**config.mk**
```make
export PLATFORM = sky130hd
export DESIGN_NAME = reg_bank_slave
export DESIGN_NICKNAME = d
export VERILOG_FILES = /design/src/rtl/regbank_pkg.sv /design/src/rtl/reg_bank_decode.sv /design/src/rtl/reg_bank_slave.sv
export SDC_FILE = /design/constraint.sdc
export NUM_CORES = 1
export LEC_CHECK = 0
export CAP_MARGIN = 30
export CORE_MARGIN = 3
export CORE_UTILIZATION = 60
export DETAILED_ROUTE_END_ITERATION = 10
export MAX_ROUTING_LAYER = met4
export PLACE_DENSITY_LB_ADDON = 0.2
export SYNTH_ARGS = -nofsm -noshare
export SYNTH_HDL_FRONTEND = slang
export SYNTH_SLANG_ARGS = --single-unit
```
**constraint.sdc**
```tcl
create_clock -name iCLK -period 18.3 [get_ports iCLK]
set_clock_uncertainty 0.15 [all_clocks]
set_input_delay 5.49 -clock iCLK [delete_from_list [all_inputs] [get_ports iCLK]]
set_output_delay 5.49 -clock iCLK [all_outputs]
set_load 0.01 [all_outputs]
```
**src/rtl/regbank_pkg.sv**
```systemverilog
// Shared types for the reg_bank_slave register bank: FSM states, decode classes, byte-merge helper.
package regbank_pkg;

    localparam int unsigned WORD_BYTES = 4;
    localparam int unsigned ALIGN_W    = $clog2(WORD_BYTES);
    // Wide enough for NUM_CONST + NUM_RW + 1 words at the largest allowed sizes (16 + 16 + 1).
    localparam int unsigned IDX_W      = 6;

    typedef enum logic {
        IDLE,
        RESP
    } state_e;

    typedef enum logic [1:0] {
        CONST,
        RW,
        CNT,
        UNMAPPED
    } dec_class_e;

    function automatic logic [31:0] merge_bytes(input logic [31:0] old_word,
                                                input logic [31:0] new_word,
                                                input logic [3:0]  sel);
        logic [31:0] merged;
        merged = old_word;
        for (int k = 0; k < WORD_BYTES; k++) begin
            if (sel[k]) begin
                merged[8*k +: 8] = new_word[8*k +: 8];
            end
        end
        return merged;
    endfunction

endpackage

```
**src/rtl/reg_bank_decode.sv**
```systemverilog
// Combinational address decoder for reg_bank_slave: maps a byte address to a decode class and
// word index relative to BaseAddr.
module reg_bank_decode
    import regbank_pkg::*;
#(
    parameter logic [31:0] BaseAddr  = 32'h0200_0100,
    parameter int unsigned NUM_CONST = 3,
    parameter int unsigned NUM_RW    = 4
) (
    input  logic [31:0]      i_adr,
    output dec_class_e       o_class,
    output logic [IDX_W-1:0] o_idx
);

    logic [31:0]      w_off;
    logic [29:0]      w_word;

    // Addresses below BaseAddr wrap to huge offsets and fall through to UNMAPPED.
    assign w_off  = i_adr - BaseAddr;
    assign w_word = 30'(w_off >> ALIGN_W);
    assign o_idx  = w_word[IDX_W-1:0];

    always_comb begin
        o_class = UNMAPPED;
        if (i_adr[ALIGN_W-1:0] != '0) begin
            o_class = UNMAPPED;
        end else if (w_word < 30'(NUM_CONST)) begin
            o_class = CONST;
        end else if (w_word < 30'(NUM_CONST + NUM_RW)) begin
            o_class = RW;
        end else if (w_word == 30'(NUM_CONST + NUM_RW)) begin
            o_class = CNT;
        end else begin
            o_class = UNMAPPED;
        end
    end

endmodule

```
**src/rtl/reg_bank_slave.sv**
```systemverilog
// Parametrised strobe/ack register bank: constants, byte-writable scratch words, write counter.
// Define REGBANK_ERR_EN to report unmapped/illegal accesses on oERR instead of a silent oACK.
module reg_bank_slave
    import regbank_pkg::*;
#(
    parameter logic [31:0]              BaseAddr   = 32'h0200_0100,
    parameter int unsigned              NUM_CONST  = 3,
    parameter logic [NUM_CONST*32-1:0]  CONST_VALS = {32'hFEDC_BA98, 32'h89AB_CDEF,
                                                      32'h0123_4567},
    parameter int unsigned              NUM_RW     = 4,
    parameter logic [31:0]              RW_RESET   = 32'h0000_0000
) (
    input  logic        iCLK,
    input  logic        iRST,
    input  logic [31:0] iADR,
    input  logic [31:0] iDAT,
    input  logic [3:0]  iSEL,
    input  logic        iWE,
    input  logic        iSTB,
    output logic [31:0] oDAT,
    output logic        oACK,
    output logic        oERR
);

    state_e           r_state;
    logic             r_ack;
    logic             r_err;
    logic [31:0]      r_dat;
    logic [31:0]      r_rw [NUM_RW];
    logic [31:0]      r_cnt;

    dec_class_e       w_class;
    logic [IDX_W-1:0] w_idx;
    logic [31:0]      w_rdata;
    logic             w_err;
    logic             w_rw_wr;

    reg_bank_decode #(
        .BaseAddr  (BaseAddr),
        .NUM_CONST (NUM_CONST),
        .NUM_RW    (NUM_RW)
    ) u_decode (
        .i_adr   (iADR),
        .o_class (w_class),
        .o_idx   (w_idx)
    );

`ifdef REGBANK_ERR_EN
    assign w_err = (w_class == UNMAPPED) || (iWE && ((w_class == CONST) || (w_class == CNT)));
`else
    assign w_err = 1'b0;
`endif

    assign w_rw_wr = iWE && (w_class == RW);

    // Unmapped reads fall through to 0.
    always_comb begin
        w_rdata = '0;
        unique case (w_class)
            CONST: begin
                for (int i = 0; i < NUM_CONST; i++) begin
                    if (w_idx == IDX_W'(i)) begin
                        w_rdata = CONST_VALS[32*i +: 32];
                    end
                end
            end
            RW: begin
                for (int i = 0; i < NUM_RW; i++) begin
                    if (w_idx == IDX_W'(NUM_CONST + i)) begin
                        w_rdata = r_rw[i];
                    end
                end
            end
            CNT:     w_rdata = r_cnt;
            default: w_rdata = '0;
        endcase
    end

    always_ff @(posedge iCLK or posedge iRST) begin
        if (iRST) begin
            r_state <= IDLE;
            r_ack   <= 1'b0;
            r_err   <= 1'b0;
            r_dat   <= '0;
            r_cnt   <= '0;
            for (int i = 0; i < NUM_RW; i++) begin
                r_rw[i] <= RW_RESET;
            end
        end else begin
            case (r_state)
                IDLE: begin
                    r_ack <= 1'b0;
                    r_err <= 1'b0;
                    r_dat <= '0;
                    if (iSTB) begin
                        r_state <= RESP;
                        r_ack   <= !w_err;
                        r_err   <= w_err;
                        r_dat   <= (!iWE && !w_err) ? w_rdata : 32'h0;
                        // A zero byte-enable write still counts as an accepted write.
                        if (w_rw_wr) begin
                            r_cnt <= r_cnt + 32'd1;
                            for (int i = 0; i < NUM_RW; i++) begin
                                if (w_idx == IDX_W'(NUM_CONST + i)) begin
                                    r_rw[i] <= merge_bytes(r_rw[i], iDAT, iSEL);
                                end
                            end
                        end
                    end
                end
                RESP: begin
                    r_state <= IDLE;
                    r_ack   <= 1'b0;
                    r_err   <= 1'b0;
                    r_dat   <= '0;
                end
                default: begin
                    r_state <= IDLE;
                    r_ack   <= 1'b0;
                    r_err   <= 1'b0;
                    r_dat   <= '0;
                end
            endcase
        end
    end

    assign oACK = r_ack;
    assign oERR = r_err;
    assign oDAT = r_dat;

endmodule

```
==> summary.md <==
| Metric | Value |
|---|---|
| R2r startpoint | `oACK` |
| N_diodes | `0` |
| Overall track demand over capacity in global routing | `28.7%` |
| Post-CTS clock slew at the launch and capture registers of the worst setup and hold paths | `70 ps` |
| Outcome | `finished clean` |
| Cell Rows | `43` |
| Syn Inst Count | `732` |
| Worst Setup Slack, final | `9860 ps` |
| Most frequent standard cell in the layout excluding fill and tap cells | `sky130_fd_sc_hd__dfrtp_1` |
| Total Die Area | `16300 um^2` |
| Max Slew Vio Count | `0` |
| Synthesized area per cell | `12.2 um^2` |
| CTS hold repair buffers | `0` |
| CP Capture Type | `flip-flop` |
| Critical Path Fanout Max | `30` |
| Global-route wire length before repair | `35400 um` |
| Leakage power | `4.90 nW` |
| DR pass1 iterations | `5` |
| Hold Path Cell Cnt | `1` |
| Antenna viol nets, final | `0` |
| Distinct cell type count of the synthesized netlist | `42` |
| Number of DRC violations after detailed-routing iteration 0 | `732` |
| Dominant combinational cell family by area after synthesis | `multiplexers` |
| Sum of net half-perimeters after detailed placement | `14700 um` |
| Final routed DRC violation total | `0` |
| Overall power | `866 uW` |
| Tightest hold margin | `314 ps` |
| Worst setup SP type | `input pin` |
| Die height | `128 um` |
| Non-Filler Instances | `1020` |
| Post-synthesis xor/xnor area fraction | `3.15%` |
| Endpoint, Worst Hold | `oACK` |
| Total core area | `14200 um^2` |
| Number of buffers added on ports | `104` |
| Final wirelength | `22100 um` |
| Via count of the first global-routing pass | `6604` |
| Number of instances resized during post-cts repair | `0` |
| Number of sinks driven by the clock tree | `193` |
| Area share of fa/ha/maj cells after synthesis | `0.141%` |
| RSZ-0062 raised after global routing | `no` |
| Source-to-sink clock delay at the later pin of the worst-skew pair | `430 ps` |
| CP Data Arrival Time | `8600 ps` |
| Initial standard-cell utilization of the core | `62.6%` |
| Worst setup slack before clock tree synthesis | `9530 ps` |
| Final-stage net count | `900` |
| CTS tree | `done` |
| Number of antenna violations at the first check in global routing | `0` |
| Total overflow reported by the global router | `0` |
| Instance count after placement with tap cells included | `986` |
| Power density over the cells | `80.1 nW/um^2` |
| Number of H-tree levels | `4` |
| Total standard cell area after synthesis | `8900 um^2` |
| Global-route track usage on met1 | `38.1%` |
| Worst hold-check path type | `reg2reg` |
| Slew headroom | `51.7%` |
| Fraction of the mapped netlist area in compound gates | `8.37%` |
| # Post-CTS Setup Buffers | `0` |
| Endpoint required time on the critical path | `18470 ps` |
| Placed Area | `10100 um^2` |
| Via-to-Cell Ratio | `6.49` |
| Post-layout instance area | `10800 um^2` |
| Worst-case clock buffer depth | `2` |
| Routed WL per cell | `21.6 um` |
| Flop-to-flop setup slack | `15650 ps` |
| Max frequency | `119 MHz` |
| Maximum resistive drop on vdd | `67.8 uV` |
| Startpoint-to-endpoint class of the critical path | `in2reg` |
| Mux contribution to synthesized area | `19.0%` |
| Grt peak-use layer | `met2` |
| R2r worst-path depth | `5` |
| Fraction of layout cells with a size suffix above 1 | `22.1%` |
| X dimension of the die | `128 um` |
| Total negative slack for setup checks | `0 ps` |
| Post-synthesis sequential area ratio | `54.3%` |
| Top library cells by usage in the layout, fill and taps aside | `193 x sky130_fd_sc_hd__dfrtp_1, 126 x sky130_fd_sc_hd__mux2_2, 103 x sky130_fd_sc_hd__clkdlybuf4s50_1` |
| Period utilisation layout | `46.1%` |
| Number of nets produced by synthesis | `805` |
| Detailed-route via count | `6616` |
| Final Hold Viols | `0` |
| Flops & latches, synth | `193` |
| Simple-gate share of the synthesized area | `12.9%` |
| Max Cap Violations | `0` |
| FF-to-FF End | `r_rw[54]` |
| Number of endpoints failing setup at the final stage | `0` |
| Met3 track demand over resource | `7.42%` |
| Period minus WS final | `8440 ps` |
| Largest net degree at the start of global routing | `111` |
| Syn. warnings | `0` |
| Final core utilization | `76.1%` |
| Worst-margin pin slew | `719 ps` |
| Worst hold path startpoint | `oACK` |
| Fraction of met2 tracks used by global routing | `43.8%` |
| Gpl congestion | `0.860` |
| Layout overhead on the synthesized area | `21.5%` |
| I/O Pins | `106` |
| TritonCTS Buffers | `17` |
| CTS Root Cell | `sky130_fd_sc_hd__clkbuf_16` |
==> cells by family (layout without fill, tap and decap cells) <==
family | count (synthesis) | after routing
buffers and inverters | 46 | 154
multiplexers | 153 | 153
AND/OR/NAND/NOR | 199 | 199
AO/OA/AOI/OAI | 107 | 107
other | 1 | 1
flip-flops | 193 | 193
adder cells (fa/ha/maj) | 1 | 1
XOR/XNOR | 32 | 32
==> final cells by class <==
class	count	area, um^2
Tap cell	180	225
Timing Repair Buffer	119	1220
Clock inverter	13	185
Sequential cell	193	4830
Multi-Input combinational cell	493	3890
Fill cell	936	3390
Clock buffer	19	453
Inverter	3	16.3
==> power by group <==
part	internal, mW	switching (mW)	leakage, nW
clock network	0.236	0.161	0.297
registers	0.427	0.0000961	2.70
logic	0.0191	0.0234	1.90
total	0.681	0.184	4.90
==> metal layers <==
metal,up-vias,routed length (um)
met2,334,10500
met5,-,0
met1,3350,9130
met4,0,444
met3,45,2000
li1,2887,-
==> registers in the layout, summed over array words and instances (netlist names) <==
signal / count
r_cnt: 32
oACK: 1
oDAT: 32
r_rw: 128
==> synthesized netlist by cell type (all sizes together) <==
library cell,number,share of area (%)
a21boi,2,0.17
a21o,8,0.68
a22o,24,2.4
a31oi,32,2.3
and2,7,0.49
and3,12,0.84
and3b,3,0.30
and4,8,0.79
buf,6,0.37
clkbuf,37,1.6
conb,1,0.042
dfrtp,193,54
ha,1,0.14
inv,3,0.13
mux2,129,16
mux2i,24,2.7
nand2,49,2.1
nand2b,1,0.070
nand3,16,0.90
nand4,32,2.3
nand4b,1,0.098
nor2,36,1.5
nor2b,3,0.21
nor3,11,0.68
nor3b,2,0.17
nor4,11,2.0
nor4b,1,0.098
nor4bb,1,0.11
o211ai,8,0.68
o21ai,25,1.4
o2bb2ai,8,0.79
or3,4,0.28
or4b,1,0.11
xnor2,31,3.1
xor2,1,0.098
==> worst max-delay path: stages <==
cell and delay [ps]:
sky130_fd_sc_hd__buf_2 480, sky130_fd_sc_hd__buf_12 280, sky130_fd_sc_hd__and3b_1 500, sky130_fd_sc_hd__and2_1 660, sky130_fd_sc_hd__buf_4 340, sky130_fd_sc_hd__nand4_1 400, sky130_fd_sc_hd__mux2_2 420
==> worst max path at each step <==
stage | start | end | slack [ps] | depth (start not counted)
3_3_place_gp | iADR[2] | r_rw[102] | 9370 | 6
6_report | iADR[2] | r_rw[100] | 9860 | 7
5_1_grt | iADR[2] | r_rw[100] | 9780 | 7
4_1_cts | iADR[2] | r_rw[100] | 9960 | 7
2_1_floorplan | iRST | oACK | 7400 | 1
3_5_place_dp | iADR[2] | r_rw[100] | 9530 | 7
(Power assumes the default switching activity.)
